<file path="src/rtl/bus_timer_pkg.sv">
`default_nettype none
// ============================================================================
//  Module      : bus_timer_pkg
//  Description : Shared constants for the bus_timer peripheral: register
//                byte offsets, TCON bit positions and a register-select
//                helper.
//  Revision    : 1.0 - initial release
// ============================================================================
package bus_timer_pkg;

  // Byte offsets of the architected registers inside the 32-byte window
  localparam logic [4:0] TIMER_TH_OFS      = 5'h00;
  localparam logic [4:0] TIMER_TL_OFS      = 5'h04;
  localparam logic [4:0] TIMER_TCON_OFS    = 5'h08;
  localparam logic [4:0] TIMER_SYSTICK_OFS = 5'h14;

  // TCON bit positions
  localparam int TCON_EN = 0;
  localparam int TCON_IE = 1;
  localparam int TCON_IS = 2;

  // Word index (addr[4:2]) that selects the register at a byte offset
  function automatic logic [2:0] reg_sel(input logic [4:0] ofs);
    return ofs[4:2];
  endfunction

endpackage
`default_nettype wire

</file>
<file path="src/rtl/bus_timer_prescaler.sv">
`default_nettype none
// ============================================================================
//  Module      : timer_prescaler
//  Description : Divides enabled cycles by PRESCALE. Emits a one-cycle tick
//                on the last count of each period; the count is held at zero
//                while disabled or when cleared.
//  Revision    : 1.0 - initial release
// ============================================================================
module timer_prescaler #(
  parameter int PRESCALE = 1
) (
  input  logic clk,
  input  logic reset,
  input  logic enable,
  input  logic clear,
  output logic tick
);

  // A PRESCALE of 1 still needs a one-bit counter to keep the port widths legal
  localparam int            C_W    = (PRESCALE > 1) ? $clog2(PRESCALE) : 1;
  localparam logic [C_W-1:0] C_LAST = C_W'(PRESCALE - 1);

  logic [C_W-1:0] r_cnt;

  assign tick = enable && (r_cnt == C_LAST);

  // Period counter: restarts on reset, disable, clear, or end of period
  always_ff @(posedge clk) begin
    if (!reset || clear || !enable || tick) begin
      r_cnt <= '0;
    end else begin
      r_cnt <= r_cnt + 1'b1;
    end
  end

endmodule
`default_nettype wire

</file>
<file path="src/rtl/bus_timer.sv">
`default_nettype none
// ============================================================================
//  Module      : bus_timer
//  Description : Memory-mapped timer on the data-memory bus. Reload (TH),
//                counter (TL) and control (TCON) registers; level interrupt
//                on TL overflow. Optional free-running SYSTICK counter at
//                offset 0x14, present when BUS_TIMER_SYSTICK_EN is defined.
//  Revision    : 1.0 - initial release
// ============================================================================
module bus_timer
  import bus_timer_pkg::*;
#(
  parameter logic [31:0] BASE_ADDR = 32'h4000_0000,
  parameter int          PRESCALE  = 1
) (
  input  logic        clk,
  input  logic        reset,
  input  logic [31:0] addr,
  input  logic [31:0] wdata,
  input  logic        mem_write,
  input  logic        mem_read,
  output logic [31:0] rdata,
  output logic        hit,
  output logic        irq
);

  logic [31:0] r_th;
  logic [31:0] r_tl;
  logic [2:0]  r_tcon;
  logic [2:0]  w_tcon_next;
  logic [31:0] w_systick;
  logic [2:0]  w_sel;
  logic        w_wr;
  logic        w_wr_th;
  logic        w_wr_tl;
  logic        w_wr_tcon;
  logic        w_tick;
  logic        w_tl_max;
  logic        w_ovf;
  logic        w_unused_addr;

  // Byte lanes are irrelevant: every register is a full word
  assign w_unused_addr = ^addr[1:0];

  assign hit       = (addr[31:5] == BASE_ADDR[31:5]);
  assign w_sel     = addr[4:2];
  assign w_wr      = mem_write && hit;
  assign w_wr_th   = w_wr && (w_sel == reg_sel(TIMER_TH_OFS));
  assign w_wr_tl   = w_wr && (w_sel == reg_sel(TIMER_TL_OFS));
  assign w_wr_tcon = w_wr && (w_sel == reg_sel(TIMER_TCON_OFS));

  timer_prescaler #(
    .PRESCALE (PRESCALE)
  ) u_prescaler (
    .clk    (clk),
    .reset  (reset),
    .enable (r_tcon[TCON_EN]),
    .clear  (w_wr_tl),
    .tick   (w_tick)
  );

  // A software store to TL pre-empts the tick, so it also suppresses overflow
  assign w_tl_max = (r_tl == 32'hFFFF_FFFF);
  assign w_ovf    = w_tick && !w_wr_tl && w_tl_max;

  // TCON update: store first, then a pending overflow sets IS so it is never lost
  always_comb begin
    w_tcon_next = r_tcon;
    if (w_wr_tcon) begin
      w_tcon_next = wdata[2:0];
    end
    if (w_ovf && r_tcon[TCON_IE]) begin
      w_tcon_next[TCON_IS] = 1'b1;
    end
  end

  // Register file: TH store, TL store/count/reload, TCON
  always_ff @(posedge clk) begin
    if (!reset) begin
      r_th   <= '0;
      r_tl   <= '0;
      r_tcon <= '0;
    end else begin
      if (w_wr_th) begin
        r_th <= wdata;
      end
      if (w_wr_tl) begin
        r_tl <= wdata;
      end else if (w_tick) begin
        // Reload reads TH before any same-edge TH store lands
        r_tl <= w_tl_max ? r_th : r_tl + 32'd1;
      end
      r_tcon <= w_tcon_next;
    end
  end

`ifdef BUS_TIMER_SYSTICK_EN
  logic [31:0] r_systick;

  // Free-running cycle counter, independent of TCON
  always_ff @(posedge clk) begin
    if (!reset) begin
      r_systick <= '0;
    end else begin
      r_systick <= r_systick + 32'd1;
    end
  end

  assign w_systick = r_systick;
`else
  assign w_systick = '0;
`endif

  assign irq = r_tcon[TCON_IS];

  // Zero-latency read mux; unmapped, reserved or idle reads return zero
  always_comb begin
    rdata = '0;
    if (mem_read && hit) begin
      if (w_sel == reg_sel(TIMER_TH_OFS)) begin
        rdata = r_th;
      end else if (w_sel == reg_sel(TIMER_TL_OFS)) begin
        rdata = r_tl;
      end else if (w_sel == reg_sel(TIMER_TCON_OFS)) begin
        rdata = {29'd0, r_tcon};
      end else if (w_sel == reg_sel(TIMER_SYSTICK_OFS)) begin
        rdata = w_systick;
      end
    end
  end

endmodule
`default_nettype wire
</file>
<file path="config.mk">
export PLATFORM = sky130hd
export DESIGN_NAME = bus_timer
export DESIGN_NICKNAME = d
export VERILOG_FILES = /design/src/rtl/bus_timer_pkg.sv /design/src/rtl/bus_timer_prescaler.sv /design/src/rtl/bus_timer.sv
export SDC_FILE = /design/constraint.sdc
export NUM_CORES = 1
export LEC_CHECK = 0
export ABC_AREA = 1
export CAP_MARGIN = 20
export CORE_MARGIN = 8
export CORE_UTILIZATION = 30
export DETAILED_ROUTE_END_ITERATION = 10
export PLACE_DENSITY = 0.48
export SYNTH_ARGS = -nofsm -noshare
export SYNTH_HDL_FRONTEND = slang
export SYNTH_SLANG_ARGS = --single-unit
</file>
<file path="constraint.sdc">
create_clock -name clk -period 5.9 [get_ports clk]
set_input_delay 1.77 -clock clk [delete_from_list [all_inputs] [get_ports clk]]
set_output_delay 1.77 -clock clk [all_outputs]
set_load 0.03 [all_outputs]
</file>
Word level (Yosys, flattened, before mapping)
Cells that the tools add are included.

operators by class
  bitwise operators = 1
  equality and inequality tests = 4
  reductions and logical operators = 18
  add/subtract/negate cells = 2
  muxes and demuxes = 9

operators with widths
  operator               number
  $mux 32                6
  $add 32x1->32 const B  1
  $eq 32x32->1 const B   1
  $eq 27x26->1 const B   1
  $logic_and 1x1->1      9
  $mux 3                 2
  $reduce_bool 2->1      2
  $eq 3x1->1 const B     1
  $eq 3x2->1 const B     1
  $logic_not 1->1        3
  $logic_not 3->1        1
  $logic_or 1x1->1       3
  $add 1x1->1 const B    1
  $mux 1                 1
  $not 1->1              1

storage, ports and cells
  input port bits = 68
  output and inout port bits = 34
  bits in registers = 68
  logic and storage cells = 39

Depth between registers and ports, before layout
Gate-level depths: netlist of run 1.

  depth in word-level cells = 8
  depth in mapped cells = 13
  mapped depth without buffers = 12

Cells and area by module
A second synthesis of run 1 with hierarchy kept.

unflattened totals
  cells, all modules = 894
  area, all modules = 5,003.5 µm²

modules (own cells, without submodules)
  module           area each (µm²)  instances  cells each  sequential area each (µm²)
  bus_timer        4,969.8          1          890         1,341.3
  timer_prescaler  33.8             1          4           20.0

Worst setup path after synthesis of run 1
Ideal clock, no wire load.

  kind = input to output
  from = in addr[28]
  to = out rdata[24]
  data arrival time = 3.247 ns
  slack = 0.883 ns
  data required time = 4.130 ns
  stages = 8
  path buffers = 1
  cells stage by stage = nor2_1 nand2_1 nor2_1 nand2_1 nor2_4 nand2_1 clkbuf_1 a21oi_1

between the ends
  cells in the longest elaborated chain, start to end = 3

RTL lines
  element            RTL line          text
  start, declared    bus_timer.sv:18   input logic [31:0] addr,
  $eq 27x26->1       bus_timer.sv:45   assign hit = (addr[31:5] == BASE_ADDR[31:5]);
  named net hit      bus_timer.sv:23   output logic hit,
  $logic_and 1x1->1  bus_timer.sv:119  if (mem_read && hit) begin
  $mux 32            bus_timer.sv:119
  end, declared      bus_timer.sv:22   output logic [31:0] rdata,

The timed path passes the listed nets, and every way through them passes these cells.

Worst setup path after layout of run 1
  from = in addr[18]
  to = out rdata[19]

between the ends
  cells in the longest elaborated chain, start to end = 3

RTL lines
  element            RTL line
  $eq 27x26->1       bus_timer.sv:45
  $logic_and 1x1->1  bus_timer.sv:119
  $mux 32            bus_timer.sv:119

No other way between the ends.

==> results of run 1 <==
[how the worst max path moves through the flow]
stage,to,slack [ns],depth (start not counted)
floorplan,rdata[24],0.88,8
global placement,rdata[13],0.39,10
detailed placement,rdata[11],0.41,10
CTS,rdata[19],0.41,10
global route,rdata[19],0.22,10
finish,rdata[19],0.42,10
[cells in the mapped netlist (9+ instances only)]
cell type / n / area share [%]
clkbuf_1: 27 / 2.0
o21ai_1: 10 / 1.0
inv_1: 63 / 4.8
o21ai_0: 28 / 2.8
nand3_1: 92 / 9.3
nand3b_1: 9 / 1.4
nand2_1: 270 / 20
nor3_1: 33 / 3.3
nor2_1: 181 / 14
dfxtp_1: 68 / 27
a21oi_1: 31 / 3.1
[kinds of logic after synthesis]
group / count (synthesis) / synth area share [%]
simple gates: 612 / 52.5
buf+inv: 113 / 9.72
compound gates: 78 / 8.33
flops: 68 / 27.4
xor+xnor: 10 / 1.76
fa+ha+maj: 1 / 0.252
other cells: 1 / 0.0755
[worst max-delay path, delay by kind of cell]
kind / cells / cell delay [ns]
AO/OA/AOI/OAI: 1 / 0.28
AND/OR/NAND/NOR: 6 / 0.72
buffers and inverters: 3 / 0.91
[power by group]
part           switching (mW)  internal, mW
clock                   0.229         0.425
sequential          0.0000746         0.459
combinational          0.0372        0.0450
total                   0.266         0.929
[layout make-up]
cell class / count / area (sq um) / area share [%]
Multi-Input combinational cell: 702 / 3130 / 49.0
Sequential cell: 68 / 1360 / 21.3
Inverter: 68 / 255 / 4.00
Tap cell: 220 / 275 / 4.31
Clock buffer: 10 / 239 / 3.74
Clock inverter: 6 / 111 / 1.74
Timing Repair Buffer: 110 / 1020 / 15.9
[metrics by stage]
step,hold WS (ns),std cells
2_1_floorplan,0.455,883
6_report,0.490,1184
3_3_place_gp,0.478,1168
4_1_cts,0.488,1184
3_5_place_dp,0.479,1168
5_1_grt,0.531,1184
[layer usage]
layer	vias to the layer above	routed length [um]	global-route usage [%]
met1	2554	9100	24.8
met4	0	235	5.91
met5	-	0	0
met2	126	8590	30.0
met3	13	878	2.76
li1	2951	-	-
[state kept, by name, summed over array words and instances (netlist names)]
signal,cells
r_tcon,3
r_th,32
r_tl,32
u_prescaler.r_cnt,1
==> run_results.csv, run 1 <==
group,metric,value,unit
routing,avgViaCountPerCell,4.77,
synth,async_reset_ff_share,0,%
routing,routed_wl,18.8,mm
timing,worst_pin_slew,0.884,ns
finish,drive_gt1_share,8.61,%
finish,area_delta_synth_final,28.5,%
finish,final_common_cell,"nand2_1",
die,die_y,145,um
routing,avgRoutedWirePerCell,15.9,um
critical_path,critPathLaunchType,"input pin",
global_route,grt_overflow,0,
timing,timing.final.ws_setup,0.423,ns
hold_path,min_from,"r_tcon[1]",
placement,dp_slack,0.410,ns
critical_path,worst_setup_path_end_kind,"output pin",
critical_path,reg2regPathDepth,12,
synth,synth_edf_count,0,
hold_path,holdCritPathClass,"reg2reg",
critical_path,cp.arrival,3.71,ns
hold_path,holdPathEnd,"r_tcon[1]",
placement,place_congestion,0.838,
finish,layout.nets,1028,
routing,vias,5644,
routing,drc,0,
synth,netlist_area,0.00497,sq mm
synth,ys.flop_type,"dfxtp_1",
routing,antenna_left,0,
die,die-area,0.0209,sq mm
clock_network,clockRootBuffer,"clkbuf_16",
synth,synthDistinctLibCells,33,
power_and_ir_drop,ir_drop,0.140,mV
critical_path,r2r_slack,3.41,ns
synth,ys_ff_latch,68,
placement,place_area,0.00604,sq mm
critical_path,reg2reg_to,"r_tl[15]",
synth,synth_fp_nets,952,
finish,final_core_util,38.9,%
die,die_w,145,um
global_route,grt_pass1_wl,30.1,mm
power_and_ir_drop,leakage,2.45,nW
timing,tns,0,ns
timing,hold_viol,0,
timing,rsz0062_at_grt,"no",
timing,final.period_utilization,92.8,%
routing,initialDrtViolationCount,383,
flow_run,max-cap-violations,0,
power_and_ir_drop,p_total,1.20,mW
clock_network,path_clk_slew,0.06,ns
die,io_pins,102,
die,rows,47,
hold_path,hold_depth,2,
timing,fin_crit,5.48,ns
global_route,grt_pass1_vias,5447,
critical_path,crit_path_start,"addr[18]",
clock_network,post_cts_resized,0,
finish,final_cell_mix,"270 x nand2_1, 180 x nor2_1, 92 x nand3_1",
outcome,status,"finished clean",
critical_path,worstPathRequired,4.13,ns
die,core,0.0164,sq mm
synth,syn_inst,883,
global_route,grt_start_max_net_pins,47,
global_route,grt_usage,18.5,%
placement,io_buffers,99,
synth,yosysSeqAreaShare,27.4,%
synth,synth_area_per_cell,5.63,sq um
timing,slew_headroom,41.0,%
clock_network,cts_made_buffers,9,
finish,stdcell_area,0.00639,sq mm
routing,drt_first_pass_iters,5,
finish,num-fill-cells,1845,
critical_path,critPathMaxFanout,32,
clock_network,clkLatencyLatePin,0.35,ns
critical_path,crit_chain,"clkdlybuf4s50_1, nor2_1, nand2_1, nor2_1, nand2_1, nor2_4, nand2_1, buf_4, a21oi_1, buf_4",
critical_path,r2r_start,"r_tl[1]",
clock_network,cts.path.max_buffers,2,
timing,setup_viol,0,
clock_network,cts_setup_buffers,0,
timing,timing.fmax,0.183,GHz
clock_network,tritoncts,"built",
clock_network,postCtsHoldBufs,0,
placement,hpwlAfterDp,13.0,mm
timing,skew,0.00551,ns
power_and_ir_drop,powerDensity,187,mW/mm^2
critical_path,critPathSlowestCell,"clkdlybuf4s50_1",
global_route,antenna_found_initial,0,
critical_path,crit_type,"in2out",
timing,maxSlewViolCount,0,
clock_network,cts_sinks,68,
critical_path,critical_path.most_common_cell,"nand2_1",
critical_path,timing.critical_path.slowest_cell_delay,0.42,ns
die,initial_core_util,30.3,%
synth,yosys_warnings,0,
finish,antenna_cells,0,
clock_network,htree_levels,3,
(Power assumes the default switching activity.)
==> run 2, diff against run 1 <==
--- a/config.mk
+++ b/config.mk
@@ -7,10 +7,12 @@
 export LEC_CHECK = 0
 export ABC_AREA = 1
 export CAP_MARGIN = 20
+export CELL_PAD_IN_SITES_DETAIL_PLACEMENT = 0
+export CELL_PAD_IN_SITES_GLOBAL_PLACEMENT = 1
 export CORE_MARGIN = 8
-export CORE_UTILIZATION = 30
+export CORE_UTILIZATION = 38
 export DETAILED_ROUTE_END_ITERATION = 10
-export PLACE_DENSITY = 0.48
+export PLACE_DENSITY = 0.83
 export SYNTH_ARGS = -nofsm -noshare
 export SYNTH_HDL_FRONTEND = slang
 export SYNTH_SLANG_ARGS = --single-unit
==> run_results.csv, run 2 (same netlist as run 1, synthesis figures left out) <==
group,metric,value,unit
finish,stdcell_area,0.00628,sq mm
timing,timing.final.ws_setup,0.544,ns
critical_path,cp.arrival,3.59,ns
finish,drive_gt1_share,8.13,%
finish,final_common_cell,"nand2_1",
power_and_ir_drop,p_total,1.11,mW
routing,avgRoutedWirePerCell,15.8,um
clock_network,cts_sinks,68,
critical_path,crit_type,"in2out",
global_route,grt_usage,21.9,%
routing,drc,0,
placement,place_congestion,0.892,
die,rows,41,
finish,layout.nets,1025,
timing,rsz0062_at_grt,"no",
clock_network,cts_made_buffers,9,
critical_path,worstPathRequired,4.13,ns
placement,hpwlAfterDp,12.2,mm
finish,reg_top3,"r_th (32), r_tl (32), r_tcon (3)",
finish,multi_input_area,0.00313,sq mm
power_and_ir_drop,ir_drop,0.161,mV
critical_path,crit_chain,"clkdlybuf4s50_1, nor2_1, nand2_1, nor2_1, nand2_1, nor2_4, nand2_1, buf_12, a21oi_1, buf_4",
placement,io_buffers,99,
clock_network,post_cts_resized,0,
routing,drt_first_pass_iters,5,
critical_path,critPathMaxFanout,32,
critical_path,critical_path.most_common_cell,"nand2_1",
global_route,grt_pass1_wl,29.1,mm
timing,timing.fmax,0.187,GHz
timing,setup_viol,0,
global_route,grt_pass1_vias,5477,
timing,worst_pin_slew,0.911,ns
die,io_pins,102,
routing,vias,5696,
die,core,0.0127,sq mm
clock_network,cts.path.max_buffers,2,
die,die_y,130,um
timing,slew_headroom,39.2,%
clock_network,postCtsHoldBufs,0,
timing,whs,0.484,ns
placement,dp_cells,1117,
routing,routed_wl,17.9,mm
critical_path,critPathLaunchType,"input pin",
clock_network,cts_setup_buffers,0,
critical_path,timing.critical_path.slowest_cell_delay,0.42,ns
finish,num-fill-cells,1437,
clock_network,tritoncts,"built",
finish,final_core_util,49.4,%
global_route,grt_overflow,0,
clock_network,clockRootBuffer,"clkbuf_16",
hold_path,holdCritPathClass,"reg2reg",
routing,avgViaCountPerCell,5.04,
die,die-area,0.0170,sq mm
die,initial_core_util,39.1,%
finish,final_cells,1131,
clock_network,clkLatencyLatePin,0.33,ns
placement,dp_slack,0.528,ns
placement,place_area,0.00597,sq mm
outcome,status,"finished clean",
routing,initialDrtViolationCount,483,
finish,regArea,0.00136,sq mm
timing,hold_viol,0,
flow_run,max-cap-violations,0,
critical_path,worst_setup_path_end_kind,"output pin",
timing,final.period_utilization,90.8,%
power_and_ir_drop,powerDensity,176,mW/mm^2
die,die_w,130,um
timing,maxSlewViolCount,0,
clock_network,htree_levels,3,
timing,skew,0.00285,ns
finish,antenna_cells,0,
finish,final_cell_mix,"270 x nand2_1, 180 x nor2_1, 92 x nand3_1",
global_route,antenna_found_initial,0,
global_route,grt_start_max_net_pins,53,
timing,tns,0,ns
clock_network,path_clk_slew,0.05,ns
power_and_ir_drop,leakage,2.43,nW
timing,fin_crit,5.36,ns
finish,area_delta_synth_final,26.3,%
routing,antenna_left,0,
critical_path,critPathSlowestCell,"clkdlybuf4s50_1",
==> run 2: worst paths after layout <==
check             from        end  slack (ns)  cells past startpoint
max           addr[10]  rdata[31]        0.54                     10
min          r_tcon[1]  r_tcon[1]        0.48                      2
min reg2reg  r_tcon[1]  r_tcon[1]        0.48                      2
max reg2reg    r_tl[1]   r_tl[17]        3.40                     12
==> run 2: cell type report <==
class,instances,area share [%]
multi-input cells,702,49.8
flip-flops and latches,68,21.7
repair buffers,107,16.1
clock buffers,13,4.46
inverters,68,4.07
well taps,172,3.43
clock inverters,1,0.478
==> run 2: metal layers <==
| layer | vias up | share of wire, % | wire, um | track usage (%) |
|---|---|---|---|---|
| li1 | 2945 | - | - | - |
| met1 | 2561 | 47 | 8440 | 29.3 |
| met2 | 168 | 45 | 7980 | 34.7 |
| met3 | 22 | 6.1 | 1090 | 4.20 |
| met4 | 0 | 1.9 | 346 | 6.95 |
| met5 | - | 0 | 0 | 0 |
==> run 2: power by group <==
part | switching, mW | internal [mW] | total [mW] | leakage [nW]
clock network | 0.198 | 0.369 | 0.567 | 0.154
registers | 0.000109 | 0.460 | 0.460 | 0.548
logic | 0.0362 | 0.0447 | 0.0809 | 1.73
==> run 2: critical path, delay by kind of cell <==
kind	cells	cell delay, ns
simple gates	6	0.67
compound gates	1	0.27
buf+inv	3	0.84
==> run 3, diff against run 2 <==
--- a/config.mk
+++ b/config.mk
@@ -6,7 +6,6 @@
 export NUM_CORES = 1
 export LEC_CHECK = 0
 export ABC_AREA = 1
-export CAP_MARGIN = 20
 export CELL_PAD_IN_SITES_DETAIL_PLACEMENT = 0
 export CELL_PAD_IN_SITES_GLOBAL_PLACEMENT = 1
 export CORE_MARGIN = 8
==> constraint.sdc (replaced) <==
create_clock -name clk -period 5.9 [get_ports clk]
set_input_delay 1.77 -clock clk [delete_from_list [all_inputs] [get_ports clk]]
set_output_delay 1.77 -clock clk [all_outputs]
set_load 0.05 [all_outputs]
==> run_results.csv, run 3 (same netlist as run 1, synthesis figures left out) <==
group,metric,value,unit
clock_network,path_clk_slew,0.06,ns
die,initial_core_util,39.1,%
clock_network,clkLatencyLatePin,0.34,ns
clock_network,cts_made_buffers,9,
power_and_ir_drop,powerDensity,164,mW/mm^2
routing,wl_met2,7.95,mm
timing,rsz0062_at_grt,"no",
timing,skew,0.00562,ns
routing,vias,5753,
die,die_w,130,um
clock_network,htree_levels,3,
outcome,status,"finished clean",
timing,fin_crit,5.45,ns
global_route,grt_usage,22.3,%
critical_path,worstPathRequired,4.13,ns
finish,antenna_cells,0,
global_route,grt_pass1_vias,5582,
routing,avgViaCountPerCell,5.08,
routing,drt_first_pass_iters,5,
timing,setup_viol,0,
global_route,grt_start_max_net_pins,53,
clock_network,cts_setup_buffers,0,
power_and_ir_drop,leakage,2.49,nW
clock_network,postCtsHoldBufs,0,
placement,hpwlAfterDp,12.3,mm
finish,drive_gt1_share,7.92,%
routing,top_layer,"met4",
timing,worst_pin_slew,0.858,ns
critical_path,critPathMaxFanout,32,
finish,num-fill-cells,1408,
finish,final_common_cell,"nand2_1",
finish,area_delta_synth_final,33.4,%
placement,place_congestion,0.900,
global_route,antenna_found_initial,0,
global_route,grt_overflow,0,
placement,io_buffers,99,
finish,layout.nets,1025,
hold_path,holdCritPathClass,"reg2reg",
routing,wl_met1,8.75,mm
timing,slew_headroom,42.7,%
die,rows,41,
clock_network,post_cts_resized,0,
clock_network,cts.path.max_buffers,2,
timing,whs,0.495,ns
clock_network,tritoncts,"built",
clock_network,clockRootBuffer,"clkbuf_16",
timing,maxSlewViolCount,0,
global_route,grt_pass1_wl,29.5,mm
timing,final.period_utilization,92.4,%
die,die_y,130,um
power_and_ir_drop,ir_drop,0.128,mV
routing,route.met3.wl,1.09,mm
clock_network,cts_sinks,68,
die,io_pins,102,
routing,drc,0,
timing,timing.fmax,0.183,GHz
critical_path,worst_setup_path_end_kind,"output pin",
finish,reg_top3,"r_th (32), r_tl (32), r_tcon (3)",
critical_path,cp.arrival,3.68,ns
critical_path,critPathLaunchType,"input pin",
critical_path,crit_type,"in2out",
routing,antenna_left,0,
finish,final_cell_mix,"270 x nand2_1, 180 x nor2_1, 92 x nand3_1",
routing,initialDrtViolationCount,357,
flow_run,max-cap-violations,0,
die,die-area,0.0170,sq mm
routing,avgRoutedWirePerCell,16.0,um
timing,hold_viol,0,
die,core,0.0127,sq mm
routing,routed_wl,18.1,mm
timing,tns,0,ns
run 3: cell count changes in the layout (fill, tap and decap cells not counted):
cell / change
clkbuf_8: -3
clkbuf_1: +3
clkinv_2: +1
buf_12: +30
buf_4: -30
run 3: metrics by stage:
stage / std cells / area (sq um) / setup WS, ns / utilization (%) / power, mW
floorplan: 883 / 4970 / 0.494 / - / 0.489
global placement: 1117 / 6340 / 0.396 / 49.9 / 0.550
detailed placement: 1117 / 6340 / 0.379 / 49.9 / 0.550
CTS: 1132 / 6630 / 0.359 / 52.1 / 1.09
global route: 1132 / 6630 / 0.224 / 52.1 / 1.11
finish: 1132 / 6630 / 0.448 / 52.1 / 1.09
run 3: layout make-up:
class,instances,area (sq um),area share (%)
Multi-Input combinational cell,702,3130,47.2
Timing Repair Buffer,107,1380,20.9
Sequential cell,68,1360,20.5
Inverter,68,255,3.85
Clock buffer,13,250,3.78
Tap cell,172,215,3.25
Clock inverter,2,35.0,0.529
run 3: final timing paths:
path	start	endpoint	slack [ns]	depth (start not counted)
setup / recovery	addr[10]	rdata[31]	0.45	10
hold / removal	r_tcon[1]	r_tcon[1]	0.49	2
setup reg to reg	r_tl[1]	r_tl[11]	3.38	12
hold reg to reg	r_tcon[1]	r_tcon[1]	0.49	2
run 3: where the power goes:
part,switching (mW),leakage (nW),internal (mW)
logic,0.0365,1.81,0.0440
registers,0.0000753,0.548,0.460
clock network,0.212,0.140,0.336
total,0.248,2.49,0.840
run 3: critical path, stage by stage:
cell and delay [ns]:
clkdlybuf4s50_1 0.43, nor2_1 0.11, nand2_1 0.05, nor2_1 0.12
nand2_1 0.10, nor2_4 0.17, nand2_1 0.07, buf_4 0.28
a21oi_1 0.38, buf_12 0.19
run 3: metal layers:
layer	vias to the layer above	GRT usage, %
met1	2601	30.5
met4	0	7.56
met2	181	34.8
li1	2949	-
met3	22	3.88
met5	-	0
